`src/rtl/vram_arb_pkg.sv`:
```
// Shared types and constants for the video RAM arbiter.
// Requester ids travel down the read pipeline; the FSM state covers the write sequence.
// No ports: this is a package imported by vram_arbiter and vram_arb_priority.
package vram_arb_pkg;

  localparam int RD_LATENCY = 2;  // grant -> rvalid, in cycles
  localparam int WR_CYCLES  = 3;  // setup, strobe, hold

  typedef enum logic [1:0] {REQ_NONE, REQ_BG, REQ_SPR, REQ_CPU} reqId_e;

  // One state per write phase plus IDLE.
  typedef enum logic [$clog2(WR_CYCLES+1)-1:0] {IDLE, WR_SETUP, WR_STROBE, WR_HOLD} state_e;

  // Grants are only legal when the SRAM pins are free for the next cycle.
  function automatic logic grantWindow(state_e s);
    return (s == IDLE) || (s == WR_HOLD);
  endfunction

endpackage

```
`src/rtl/vram_arb_priority.sv`:
```
// Purpose: picks one requester per cycle (BG > SPR > CPU, CPU first once starved).
// Latency: combinational winner; the starvation counter is the only register.
// Backpressure: losers simply see no winner id and keep their request asserted.
// Ports: clk/rst, grantEn (pins free this cycle), bgReq/sprReq/cpuReq, winner id out.
module vram_arb_priority
  import vram_arb_pkg::*;
#(
  parameter int STARVE_LIMIT = 32
) (
  input  logic   clk,
  input  logic   rst,
  input  logic   grantEn,
  input  logic   bgReq,
  input  logic   sprReq,
  input  logic   cpuReq,
  output reqId_e winner
);

  logic [7:0] starveCnt;
  logic       starved;

  assign starved = cpuReq && (starveCnt == 8'(STARVE_LIMIT));

  always_comb begin
    winner = REQ_NONE;
    if (grantEn) begin
      if (starved)     winner = REQ_CPU;
      else if (bgReq)  winner = REQ_BG;
      else if (sprReq) winner = REQ_SPR;
      else if (cpuReq) winner = REQ_CPU;
    end
  end

  // Counts denied CPU cycles, including those spent blocked by a write.
  always_ff @(posedge clk) begin
    if (rst) begin
      starveCnt <= '0;
    end else if (!cpuReq || winner == REQ_CPU) begin
      starveCnt <= '0;
    end else if (starveCnt != 8'(STARVE_LIMIT)) begin
      starveCnt <= starveCnt + 8'd1;
    end
  end

endmodule

```
`src/rtl/vram_arbiter.sv`:
```
// Purpose: shares one 256K x 16 async SRAM between BG, SPR (read-only) and CPU (read/write).
// Latency: read grant N -> pins N+1 -> rdata/rvalid N+2; CPU write occupies 3 pin cycles.
// Backpressure: level req held until gnt; no grants during write setup/strobe.
// Ports: clk/rst; {bg,spr,cpu}_req/addr/gnt/rvalid, cpu_we/wdata; shared rdata;
//        ram_addr/ram_dout/ram_ce/oe/we/lb/hb registered SRAM pins, ram_din read data.
// Optional: define VRAM_ARB_STATS_EN for stat_clr input and stat_bg/spr/cpu grant counters.
module vram_arbiter
  import vram_arb_pkg::*;
#(
  parameter int ADDR_W       = 18,
  parameter int DATA_W       = 16,
  parameter int STARVE_LIMIT = 32
) (
  input  logic              clk,
  input  logic              rst,
`ifdef VRAM_ARB_STATS_EN
  input  logic              stat_clr,
  output logic [15:0]       stat_bg,
  output logic [15:0]       stat_spr,
  output logic [15:0]       stat_cpu,
`endif
  input  logic              bg_req,
  input  logic [ADDR_W-1:0] bg_addr,
  output logic              bg_gnt,
  output logic              bg_rvalid,
  input  logic              spr_req,
  input  logic [ADDR_W-1:0] spr_addr,
  output logic              spr_gnt,
  output logic              spr_rvalid,
  input  logic              cpu_req,
  input  logic              cpu_we,
  input  logic [ADDR_W-1:0] cpu_addr,
  input  logic [DATA_W-1:0] cpu_wdata,
  output logic              cpu_gnt,
  output logic              cpu_rvalid,
  output logic [DATA_W-1:0] rdata,
  output logic [ADDR_W-1:0] ram_addr,
  input  logic [DATA_W-1:0] ram_din,
  output logic [DATA_W-1:0] ram_dout,
  output logic              ram_ce,
  output logic              ram_oe,
  output logic              ram_we,
  output logic              ram_lb,
  output logic              ram_hb
);

  state_e            state;
  reqId_e            winner;
  reqId_e            rdPipe [RD_LATENCY];
  logic              grantEn;
  logic              cpuWrite;
  logic [ADDR_W-1:0] grantAddr;

  // Reset also blocks grants so nothing is accepted in the reset cycle.
  assign grantEn = !rst && grantWindow(state);

  vram_arb_priority #(.STARVE_LIMIT(STARVE_LIMIT)) uPrio (
    .clk     (clk),
    .rst     (rst),
    .grantEn (grantEn),
    .bgReq   (bg_req),
    .sprReq  (spr_req),
    .cpuReq  (cpu_req),
    .winner  (winner)
  );

  assign bg_gnt   = (winner == REQ_BG);
  assign spr_gnt  = (winner == REQ_SPR);
  assign cpu_gnt  = (winner == REQ_CPU);
  assign cpuWrite = cpu_gnt && cpu_we;

  always_comb begin
    grantAddr = cpu_addr;
    case (winner)
      REQ_BG:  grantAddr = bg_addr;
      REQ_SPR: grantAddr = spr_addr;
      default: ;
    endcase
  end

  // The last pipe stage names the owner of the rdata register.
  assign bg_rvalid  = (rdPipe[RD_LATENCY-1] == REQ_BG);
  assign spr_rvalid = (rdPipe[RD_LATENCY-1] == REQ_SPR);
  assign cpu_rvalid = (rdPipe[RD_LATENCY-1] == REQ_CPU);

  assign ram_lb = ram_ce;
  assign ram_hb = ram_ce;

  always_ff @(posedge clk) begin
    if (rst) begin
      state    <= IDLE;
      ram_addr <= '0;
      ram_dout <= '0;
      ram_ce   <= 1'b0;
      ram_oe   <= 1'b0;
      ram_we   <= 1'b0;
      rdata    <= '0;
      for (int i = 0; i < RD_LATENCY; i++) rdPipe[i] <= REQ_NONE;
    end else begin
      rdPipe[0] <= (winner != REQ_NONE && !cpuWrite) ? winner : REQ_NONE;
      for (int i = 1; i < RD_LATENCY; i++) rdPipe[i] <= rdPipe[i-1];
      // The stage before the output is the cycle the SRAM is driving a read.
      if (rdPipe[RD_LATENCY-2] != REQ_NONE) rdata <= ram_din;

      ram_we <= 1'b0;
      case (state)
        WR_SETUP: begin
          state  <= WR_STROBE;
          ram_we <= 1'b1;
        end
        WR_STROBE: state <= WR_HOLD;
        default: begin  // IDLE and WR_HOLD both act as the grant window
          if (cpuWrite) begin
            state    <= WR_SETUP;
            ram_addr <= cpu_addr;
            ram_dout <= cpu_wdata;
            ram_ce   <= 1'b1;
            ram_oe   <= 1'b0;
          end else if (winner != REQ_NONE) begin
            state    <= IDLE;
            ram_addr <= grantAddr;
            ram_ce   <= 1'b1;
            ram_oe   <= 1'b1;
          end else begin
            state  <= IDLE;
            ram_ce <= 1'b0;
            ram_oe <= 1'b0;
          end
        end
      endcase
    end
  end

`ifdef VRAM_ARB_STATS_EN
  always_ff @(posedge clk) begin
    if (rst || stat_clr) begin
      stat_bg  <= '0;
      stat_spr <= '0;
      stat_cpu <= '0;
    end else begin
      if (bg_gnt  && stat_bg  != 16'hFFFF) stat_bg  <= stat_bg  + 16'd1;
      if (spr_gnt && stat_spr != 16'hFFFF) stat_spr <= stat_spr + 16'd1;
      if (cpu_gnt && stat_cpu != 16'hFFFF) stat_cpu <= stat_cpu + 16'd1;
    end
  end
`endif

endmodule

```
`config.mk`:
```
export PLATFORM = sky130hd
export DESIGN_NAME = vram_arbiter
export DESIGN_NICKNAME = d
export VERILOG_FILES = /design/src/rtl/vram_arb_pkg.sv /design/src/rtl/vram_arb_priority.sv /design/src/rtl/vram_arbiter.sv
export SDC_FILE = /design/constraint.sdc
export NUM_CORES = 1
export LEC_CHECK = 0
export BUFFER_PORTS_ARGS = -buffer_cell sky130_fd_sc_hd__buf_4
export CAP_MARGIN = 20
export CORE_MARGIN = 4
export CORE_UTILIZATION = 45
export DETAILED_ROUTE_END_ITERATION = 16
export PLACE_DENSITY = 0.79
export SKIP_LAST_GASP = 1
export SLEW_MARGIN = 20
export SYNTH_ARGS = -nofsm -noshare
export SYNTH_HDL_FRONTEND = slang
export SYNTH_SLANG_ARGS = --single-unit
```
`constraint.sdc`:
```
create_clock -name clk -period 2.8 [get_ports clk]
set_input_delay 0.56 -clock clk [delete_from_list [all_inputs] [get_ports clk]]
set_output_delay 0.56 -clock clk [all_outputs]
set_load 0.01 [all_outputs]
```
==> results of run 1 <==
-- power by group through the flow --
stage	logic (mW)	registers, mW	clock network, mW
6_report	0.441	1.03	0.770
5_1_grt	0.477	1.04	0.835
4_1_cts	0.441	1.03	0.794
3_5_place_dp	0.440	1.05	0
3_3_place_gp	0.431	1.05	0
2_1_floorplan	0.190	1.07	0
-- per-stage QoR --
step | cells | hold WS, ns | utilization, % | setup slack [ns]
2_1_floorplan | 317 | 0.453 | - | 0.266
3_3_place_gp | 531 | 0.438 | 67.2 | 0.232
3_5_place_dp | 531 | 0.439 | 67.2 | 0.0969
4_1_cts | 546 | 0.449 | 70.6 | 0.0298
5_1_grt | 546 | 0.462 | 71.0 | 0.0457
6_report | 546 | 0.445 | 71.0 | 0.174
-- registers in the layout (all words and copies together) (netlist names) --
signal	count
rdata	16
ram_addr	18
ram_oe	1
rdPipe	4
state	2
uPrio.starveCnt	8
ram_dout	16
ram_we	1
ram_ce	1
-- cell families (layout without fill, tap and decap cells) --
| logic type | count (synthesis) | after routing | synth area share [%] |
|---|---|---|---|
| buffers and inverters | 25 | 179 | 4.11 |
| DFF | 67 | 67 | 46.8 |
| muxes | 18 | 18 | 6.29 |
| xor gates and xnor gates | 3 | 3 | 0.918 |
| AOI/OAI and AO/OA | 88 | 88 | 21.4 |
| adders and majority gates | 8 | 8 | 3.50 |
| and+or+nand+nor | 108 | 108 | 17.0 |
-- area by class of cell --
class                           count  area (um2)
Clock buffer                       14         193
Clock inverter                      1        5.00
Fill cell                         493        1760
Inverter                            4        15.0
Multi-Input combinational cell    225        1440
Sequential cell                    67        1340
Tap cell                           75        93.8
Timing Repair Buffer              160        1210
-- worst register-to-register path: stages (launching register included) --
cell      delay, ns
dfxtp_2        0.35
inv_1          0.06
ha_1           0.15
and4bb_2       0.31
nand2_1        0.13
a211oi_2       0.29
ha_2           0.30
and3_1         0.53
nand2_1        0.11
a21oi_1        0.17
-- layout by cell type (no fill, tap or decap), drive strengths merged, types with 3 or more instances in the layout --
cell,n
o21ai,4
a21oi,40
inv,4
ha,8
or3,3
nand2,71
nand3,7
o2bb2ai,18
dfxtp,67
mux2i,18
clkbuf,14
a22o,18
nand2b,3
nor2,8
nor2b,7
buf,160
-- per-layer routing --
layer	track usage (%)	share of wire, %
met1	24.2	41
met4	6.14	1.3
met2	36.6	53
met3	5.17	5.6
met5	0	0
-- path summary, 6_finish.rpt --
check,endpoint,slack (ns),cells after the start
worst min-delay path,ram_oe,0.45,2
worst max register to register,ram_dout[4],0.33,9
worst min register to register,ram_oe,0.45,2
worst max-delay path,cpu_gnt,0.17,7
-- repair_timing --
action | in CTS | in global routing
setup endpoints to repair | 2 | 16
endpoints found under the hold margin | 0 | 0
pin swaps | 0 | 0
resized for setup | 2 | 5
==> metrics.cfg, run 1 <==
[outcome]
status = complete, no violations

[power_and_ir_drop]
netSwitchingFraction_pct = 24.9
p_leak_nw = 1.91
comb_power_share_pct = 19.6
worst_ir_drop_vdd_mv = 0.394
p_int_mw = 1.69
clockPowerShare_pct = 34.3
netSwitchingPower_uw = 559
finalPower_mw = 2.24
p_per_area_nw_per_um2 = 521
p_seq_share_pct = 46.1

[setup_path]
cp_slowest_stage_delay_ns = 0.35
cp_num_buf_inv = 2
cp.required_ns = 2.24
start_kind = flop
crit_slowest_cell = dfxtp_2
cp-startpoint = uPrio.starveCnt[1]
cp_max_fo = 7
critical_path.endpoint_type = output port
setup.worst_path.class = flop to output port
path_cells = inv_1 -> ha_1 -> and4bb_2 -> nand2_1 -> a211oi_2 -> ha_2 -> buf_4
cp.arrival_ns = 2.07
r2r_start = uPrio.starveCnt[1]
cp_top_family = adder cells

[floorplanning]
core.rowCount = 28
io_pins = 153
die_y_um = 87.8
die-width_um = 87.8
initial_core_util_pct = 47.3
coreArea_um2 = 6060
die_area_um2 = 7700

[synthesis]
synthTopCellsByArea = dfxtp_1 (47%), nand2_1 (9.3%), a21oi_1 (6.8%)
synthMostInstantiatedCell = nand2_1
yosysTopAreaCellShare_pct = 46.8
synth.distinct_cells = 36
synth_edf_count = 0
syn-num-nets = 417
yosys.area.top_type = dfxtp_1
synthArstFlopShare_pct = 0
synth-warning-count = 0
syn_inst = 317
yosys-top-cells-count = nand2_1 (71), dfxtp_1 (67), a21oi_1 (39)
ys_seq_area_share_pct = 46.8
synth_flop_cell = dfxtp_1
ys_ff_latch = 67
netlist_area_um2 = 2860
syn_avg_cell_area_um2 = 9.03

[clocking]
root_buffer = clkbuf_8
cts_buffers = 9
cts_sinks = 67
insertion_delay_ns = 0.33
cts_tree = built
hold_buffers = 0
clkTransAtPathRegs_ns = 0.07
htree_levels = 3
clockBufferDepth = 2
cts_setup_buffers = 0

[finish]
diodes = 0
layout-drive-gt1-share_pct = 40.1
synthToLayoutAreaGrowth_pct = 50.3
layout.nets = 567
fin_area_um2 = 4300

[sta]
finalSetupViolCount = 0
tightest_slew_ns = 0.981
max-slew-margin-rel_pct = 34.4
post-route-min-period_ns = 2.63
finalMaxSlewViolations = 0
max_freq_ghz = 0.381
rsz0062_at_grt = false
hold_viol_final = 0
fin_crit_sh_pct = 93.8
setup_tns_ns = 0
clock_skew_ns = 0.00422

[hold_path]
min_path_type = flop to flop
worstHoldStart = ram_oe

[global_routing]
grt_pass1_wl_um = 12600
grtUsageTotal_pct = 20.5
grt_pass1_vias = 2645
grt_max_degree = 40
antenna_found_initial = 0
gr-total-overflow = 0

[routing]
first_pass_iters = 4
via_count = 2804
viasPerCell = 5.14
drt_iter0_markers = 89
route.detailed.drc = 0
antenna_left = 0
routed_wl_um = 7970
drt-wirelength-per-cell_um = 14.6

[placed_design]
post-dp-hpwl_um = 6180
place_congestion = 0.781
port_buffers = 152
dpl-instance-area_um2 = 4070

[job]
drv_cap = 0

(Power assumes the default switching activity.)
==> inputs of run 2 (changes only) <==
--- a/config.mk
+++ b/config.mk
@@ -6,7 +6,6 @@
 export NUM_CORES = 1
 export LEC_CHECK = 0
 export BUFFER_PORTS_ARGS = -buffer_cell sky130_fd_sc_hd__buf_4
-export CAP_MARGIN = 20
 export CORE_MARGIN = 4
 export CORE_UTILIZATION = 45
 export DETAILED_ROUTE_END_ITERATION = 16
@@ -15,4 +14,5 @@
 export SLEW_MARGIN = 20
 export SYNTH_ARGS = -nofsm -noshare
 export SYNTH_HDL_FRONTEND = slang
+export SYNTH_HIERARCHICAL = 1
 export SYNTH_SLANG_ARGS = --single-unit
==> run 2 against run 1 <==
Against the previous run: synthesized area increased by 3.2%; first-iteration DRC count increased by 30%; sequential share of layout area decreased by 0.77 points; hold slack improved by 0.0070 ns; clock skew increased by 0.0034 ns; fmax decreased by 0.79%.
==> metrics.cfg, run 2 <==
[routing]
first_pass_iters = 4
drt_iter0_markers = 116
route.detailed.drc = 0
via_count = 2933
viasPerCell = 5.27
antenna_left = 0
drt-wirelength-per-cell_um = 14.7
routed_wl_um = 8210

[synthesis]
yosys-top-cells-count = dfxtp_1 (67), nand2_1 (67), a21oi_1 (37)
synthTopCellsByArea = dfxtp_1 (45%), nand2_1 (8.5%), a21oi_1 (6.3%)
syn_avg_cell_area_um2 = 9.09
syn-num-nets = 426
syn_inst = 325
synth-warning-count = 6
yosys.area.top_type = dfxtp_1
synth_edf_count = 0
synth_flop_cell = dfxtp_1
yosysTopAreaCellShare_pct = 45.4
synthArstFlopShare_pct = 0
synth.distinct_cells = 41
netlist_area_um2 = 2960
ys_seq_area_share_pct = 45.4
ys_ff_latch = 67

[global_routing]
grt_most_used_layer = met2
grt_pass1_wl_um = 12600
grt_use_met1_pct = 22.6
grt_max_degree = 63
grt_pass1_vias = 2845
gr-total-overflow = 0
grtUsageMet3_pct = 5.81
grtUsageTotal_pct = 20.3
antenna_found_initial = 0
gr-usage-met2_pct = 35.4

[setup_path]
cp.required_ns = 2.24
critical_path.endpoint_type = output port
cp.arrival_ns = 2.09
r2r_start = uPrio/starveCnt[0]
cp-startpoint = uPrio/starveCnt[0]
reg2reg_depth = 11
timing.rr.end = ram_addr[13]
start_kind = flop
r2r_slack_ns = 0.24
cp-endpoint = bg_gnt
cp_max_fo = 4
setup.worst_path.class = flop to output port

[clocking]
htree_levels = 3
clkTransAtPathRegs_ns = 0.07
root_buffer = clkbuf_8
clockBufferDepth = 2
cts_buffers = 9
cts_tree = built
cts_sinks = 67
hold_buffers = 0
insertion_delay_ns = 0.33

[sta]
fin_hold_ws_ns = 0.452
finalSetupViolCount = 0
max_freq_ghz = 0.378
rsz0062_at_grt = false
post-route-min-period_ns = 2.65
max-slew-margin-rel_pct = 30.1
hold_viol_final = 0
clock_skew_ns = 0.00757
tightest_slew_ns = 1.04
finalMaxSlewViolations = 0
fin_crit_sh_pct = 94.5

[finish]
final_cell_mix = buf_4 (164), nand2_1 (67), dfxtp_1 (67)
layout.nets = 576
layout-drive-gt1-share_pct = 40.2
synthToLayoutAreaGrowth_pct = 49.2
final_common_cell = buf_4
largest_reg_flops = 18
utilization_pct = 69.4
top_regs = ram_addr x18, ram_dout x16, rdata x16
diodes = 0
top_register = ram_addr

[floorplanning]
initial_core_util_pct = 46.5
io_pins = 153
die_area_um2 = 7930
core.rowCount = 29
die_y_um = 89.0
coreArea_um2 = 6350
die-width_um = 89.0

[outcome]
status = complete, no violations

[power_and_ir_drop]
finalPower_mw = 2.18
p_per_area_nw_per_um2 = 495
worst_ir_drop_vdd_mv = 0.355
p_leak_nw = 1.92

[placed_design]
post-dp-hpwl_um = 6310
port_buffers = 152
place_congestion = 0.819

[job]
drv_cap = 0

[hold_path]
min_path_type = input port to flop

[run 2: cell count changes in the layout (fill, tap and decap cells not counted), sizes merged, moves of 4 or more]
cell	delta
o2bb2ai	-18
nand2	-4
mux2i	-17
a221o	+18
clkbuf	-4
buf	+5
a221oi	+4
nor3b	+20
[run 2: kinds of logic after synthesis]
logic type / synth area share [%]
AOI/OAI and AO/OA: 22.4
DFF: 45.4
adders and majority gates: 3.81
xor gates and xnor gates: 0.889
muxes: 0.339
buffers and inverters: 5.33
and+or+nand+nor: 21.8
[run 2: worst max-delay path, stage by stage (launching register included)]
cell     delay, ns
dfxtp_1       0.35
inv_1         0.09
ha_1          0.16
nor4b_4       0.24
nand2_1       0.13
a21oi_1       0.22
inv_1         0.12
ha_1          0.27
buf_4         0.17
[run 2: report_power, final]
part / total [mW] / leakage, nW / internal (mW) / switching (mW)
Combinational: 0.377 / 1.28 / 0.216 / 0.160
Sequential: 1.02 / 0.544 / 0.992 / 0.0230
Clock: 0.792 / 0.102 / 0.435 / 0.357
[run 2: final cells by class]
type,instances,area (um2)
flip-flops and latches,67,1340
clock buffers,10,138
clock inverters,6,65.1
well taps,77,96.3
inverters,6,22.5
fillers,513,1940
multi-input cells,226,1500
repair buffers,165,1250
[run 2: per-layer routing]
layer / wire length (um) / part of all wire (%)
met5: 0 / 0
met4: 177 / 2.2
met3: 832 / 10
met2: 4130 / 50
met1: 3070 / 37
[run 2: stage by stage]
stage	setup TNS [ns]	std cells	worst slack, ns	instance area, um2
after floorplan	0	325	0.00166	2970
after global routing	0	557	0.0384	4410
after CTS	0	557	0.0624	4400
after global placement	0	540	0.0117	4170
after detailed placement	-2.64	540	-0.163	4170
final	0	557	0.153	4410
[run 2: worst min-delay path by stage]
stage                       startpoint           end  cells after the start
after global routing       cpu_addr[9]   ram_addr[9]                      2
after global placement        rdata[5]      rdata[5]                      2
final                     cpu_addr[14]  ram_addr[14]                      2
after CTS                 cpu_addr[14]  ram_addr[14]                      2
after detailed placement      rdata[9]      rdata[9]                      2
after floorplan           rdPipe[0][1]  rdPipe[0][3]                      1
[run 2: timing repair]
action | 4_1_cts | 5_1_grt
endpoints found under the setup margin | 21 | 19
setup buffers | 1 | 0
gates cloned | 0 | 0
resized for setup | 1 | 3
pin swaps | 1 | 0
==> inputs of run 3 (changes only) <==
--- a/config.mk
+++ b/config.mk
@@ -6,8 +6,10 @@
 export NUM_CORES = 1
 export LEC_CHECK = 0
 export BUFFER_PORTS_ARGS = -buffer_cell sky130_fd_sc_hd__buf_4
+export CELL_PAD_IN_SITES_DETAIL_PLACEMENT = 0
+export CELL_PAD_IN_SITES_GLOBAL_PLACEMENT = 1
 export CORE_MARGIN = 4
-export CORE_UTILIZATION = 45
+export CORE_UTILIZATION = 32
 export DETAILED_ROUTE_END_ITERATION = 16
 export PLACE_DENSITY = 0.79
 export SKIP_LAST_GASP = 1
==> run 3 against run 2 <==
Against the previous run: clock skew increased by 0.0035 ns; largest cell class unchanged; hold slack got worse by 0.0059 ns; clock power decreased by 0.8%; global-route usage decreased by 4.6 points; critical path depth increased by 1; sequential power about the same.
==> metrics.cfg, run 3 (same netlist as run 2, synthesis figures left out) <==
[outcome]
status = complete, no violations

[finish]
synthToLayoutAreaGrowth_pct = 50.8
final_common_cell = buf_4
top_register = ram_addr
layout-drive-gt1-share_pct = 40.3
layout.nets = 577
top_regs = ram_addr x18, ram_dout x16, rdata x16
fin_area_um2 = 4460
utilization_pct = 50.4
multi_input_area_um2 = 1490
final_cell_mix = buf_4 (164), nand2_1 (67), dfxtp_1 (67)
fin_cells = 589
regArea_um2 = 1340
largest_reg_flops = 18
n_fill_cell = 843
diodes = 0

[global_routing]
grt_use_met1_pct = 18.7
grt_most_used_layer = met2
grtUsageMet3_pct = 6.33
grt_pass1_wl_um = 13900
gr-total-overflow = 0
gr-usage-met2_pct = 24.7
grt_pass1_vias = 2963
grt_max_degree = 63
grtUsageTotal_pct = 15.6
antenna_found_initial = 0

[hold_path]
min_path_cells = 2
min_path_type = input port to flop

[sta]
clock_skew_ns = 0.0111
tightest_slew_ns = 1.00
hold_viol_final = 0
fin_crit_sh_pct = 93.5
finalSetupViolCount = 0
finalMaxSlewViolations = 0
setup_tns_ns = 0
post-route-min-period_ns = 2.62
fin_ws_ns = 0.182
max-slew-margin-rel_pct = 33.0
max_freq_ghz = 0.382
rsz0062_at_grt = false
fin_hold_ws_ns = 0.446

[placed_design]
port_buffers = 152
pre_cts_slack_ns = -0.0294
post-dp-hpwl_um = 6350
place_congestion = 0.757
dp_cells = 572
dpl-instance-area_um2 = 4230

[setup_path]
reg2reg_depth = 12
cp.arrival_ns = 2.06
setup.worst_path.class = flop to output port
path_cells = inv_1 -> ha_1 -> nor4b_2 -> buf_4 -> nand2_1 -> a21oi_2 -> buf_4 -> ha_2 -> buf_4
cp_slowest_stage_delay_ns = 0.35
start_kind = flop
critical_path.endpoint_type = output port
cp.required_ns = 2.24
crit_slowest_cell = dfxtp_1
path_common_cell = buf_4
cp_max_fo = 5

[floorplanning]
io_pins = 153
die-width_um = 104
core.rowCount = 34
die_y_um = 104
initial_core_util_pct = 33.4
coreArea_um2 = 8850
die_area_um2 = 10800

[clocking]
cts_buffers = 9
clockBufferDepth = 2
clkTransAtPathRegs_ns = 0.08
cts_sinks = 67
cts_tree = built
insertion_delay_ns = 0.34
root_buffer = clkbuf_8
htree_levels = 3

[routing]
routed_wl_um = 8400
route.detailed.drc = 0
drt-wirelength-per-cell_um = 14.3
drt_iter0_markers = 72
viasPerCell = 4.86
first_pass_iters = 4
antenna_left = 0
via_count = 2861

[job]
drv_cap = 0

[power_and_ir_drop]
p_leak_nw = 1.92
p_per_area_nw_per_um2 = 489
finalPower_mw = 2.18
worst_ir_drop_vdd_mv = 0.205

-- run 3: cell count changes in the layout (fill, tap and decap cells not counted), sizes merged --
cell	before	now
clkinv	4	3
buf	165	166
clkbuf	10	11
-- run 3: per-layer routing --
| layer | vias to the layer above | share of wire (%) |
|---|---|---|
| li1 | 1461 | - |
| met1 | 1267 | 44 |
| met2 | 122 | 45 |
| met3 | 11 | 9.4 |
| met4 | 0 | 1.6 |
| met5 | - | 0 |
-- run 3: worst paths after layout --
path	startpoint	to	slack, ns
max reg2reg	uPrio/starveCnt[0]	ram_addr[4]	0.27
max	uPrio/starveCnt[0]	spr_gnt	0.18
min reg2reg	rdata[1]	rdata[1]	0.45
min	cpu_addr[0]	ram_addr[0]	0.45
-- run 3: what timing repair did --
action / CTS / global route
gates resized for setup: 0 / 4
hold buffers: 0 / 0
setup endpoints to repair: 18 / 33
pin swaps: 1 / 0
buffers inserted: 1 / 0
-- run 3: worst max-delay path: cells and delay by family, from the launching register on --
kind,cells,cell delay (ns)
and+or+nand+nor,2,0.28
buffers and inverters,4,0.52
AOI/OAI and AO/OA,1,0.18
DFF,1,0.35
adders and majority gates,2,0.39
-- run 3: area by class of cell --
class,count,share of cell area [%]
Multi-Input combinational cell,226,33.5
Sequential cell,67,30.1
Timing Repair Buffer,166,28.5
Clock buffer,11,3.17
Tap cell,108,3.03
Clock inverter,5,1.18
Inverter,6,0.505
-- run 3: report_power, final --
part / internal [mW] / leakage, nW / switching, mW
clock: 0.431 / 0.0991 / 0.355
sequential: 0.992 / 0.544 / 0.0218
combinational: 0.218 / 1.27 / 0.160
total: 1.64 / 1.92 / 0.537
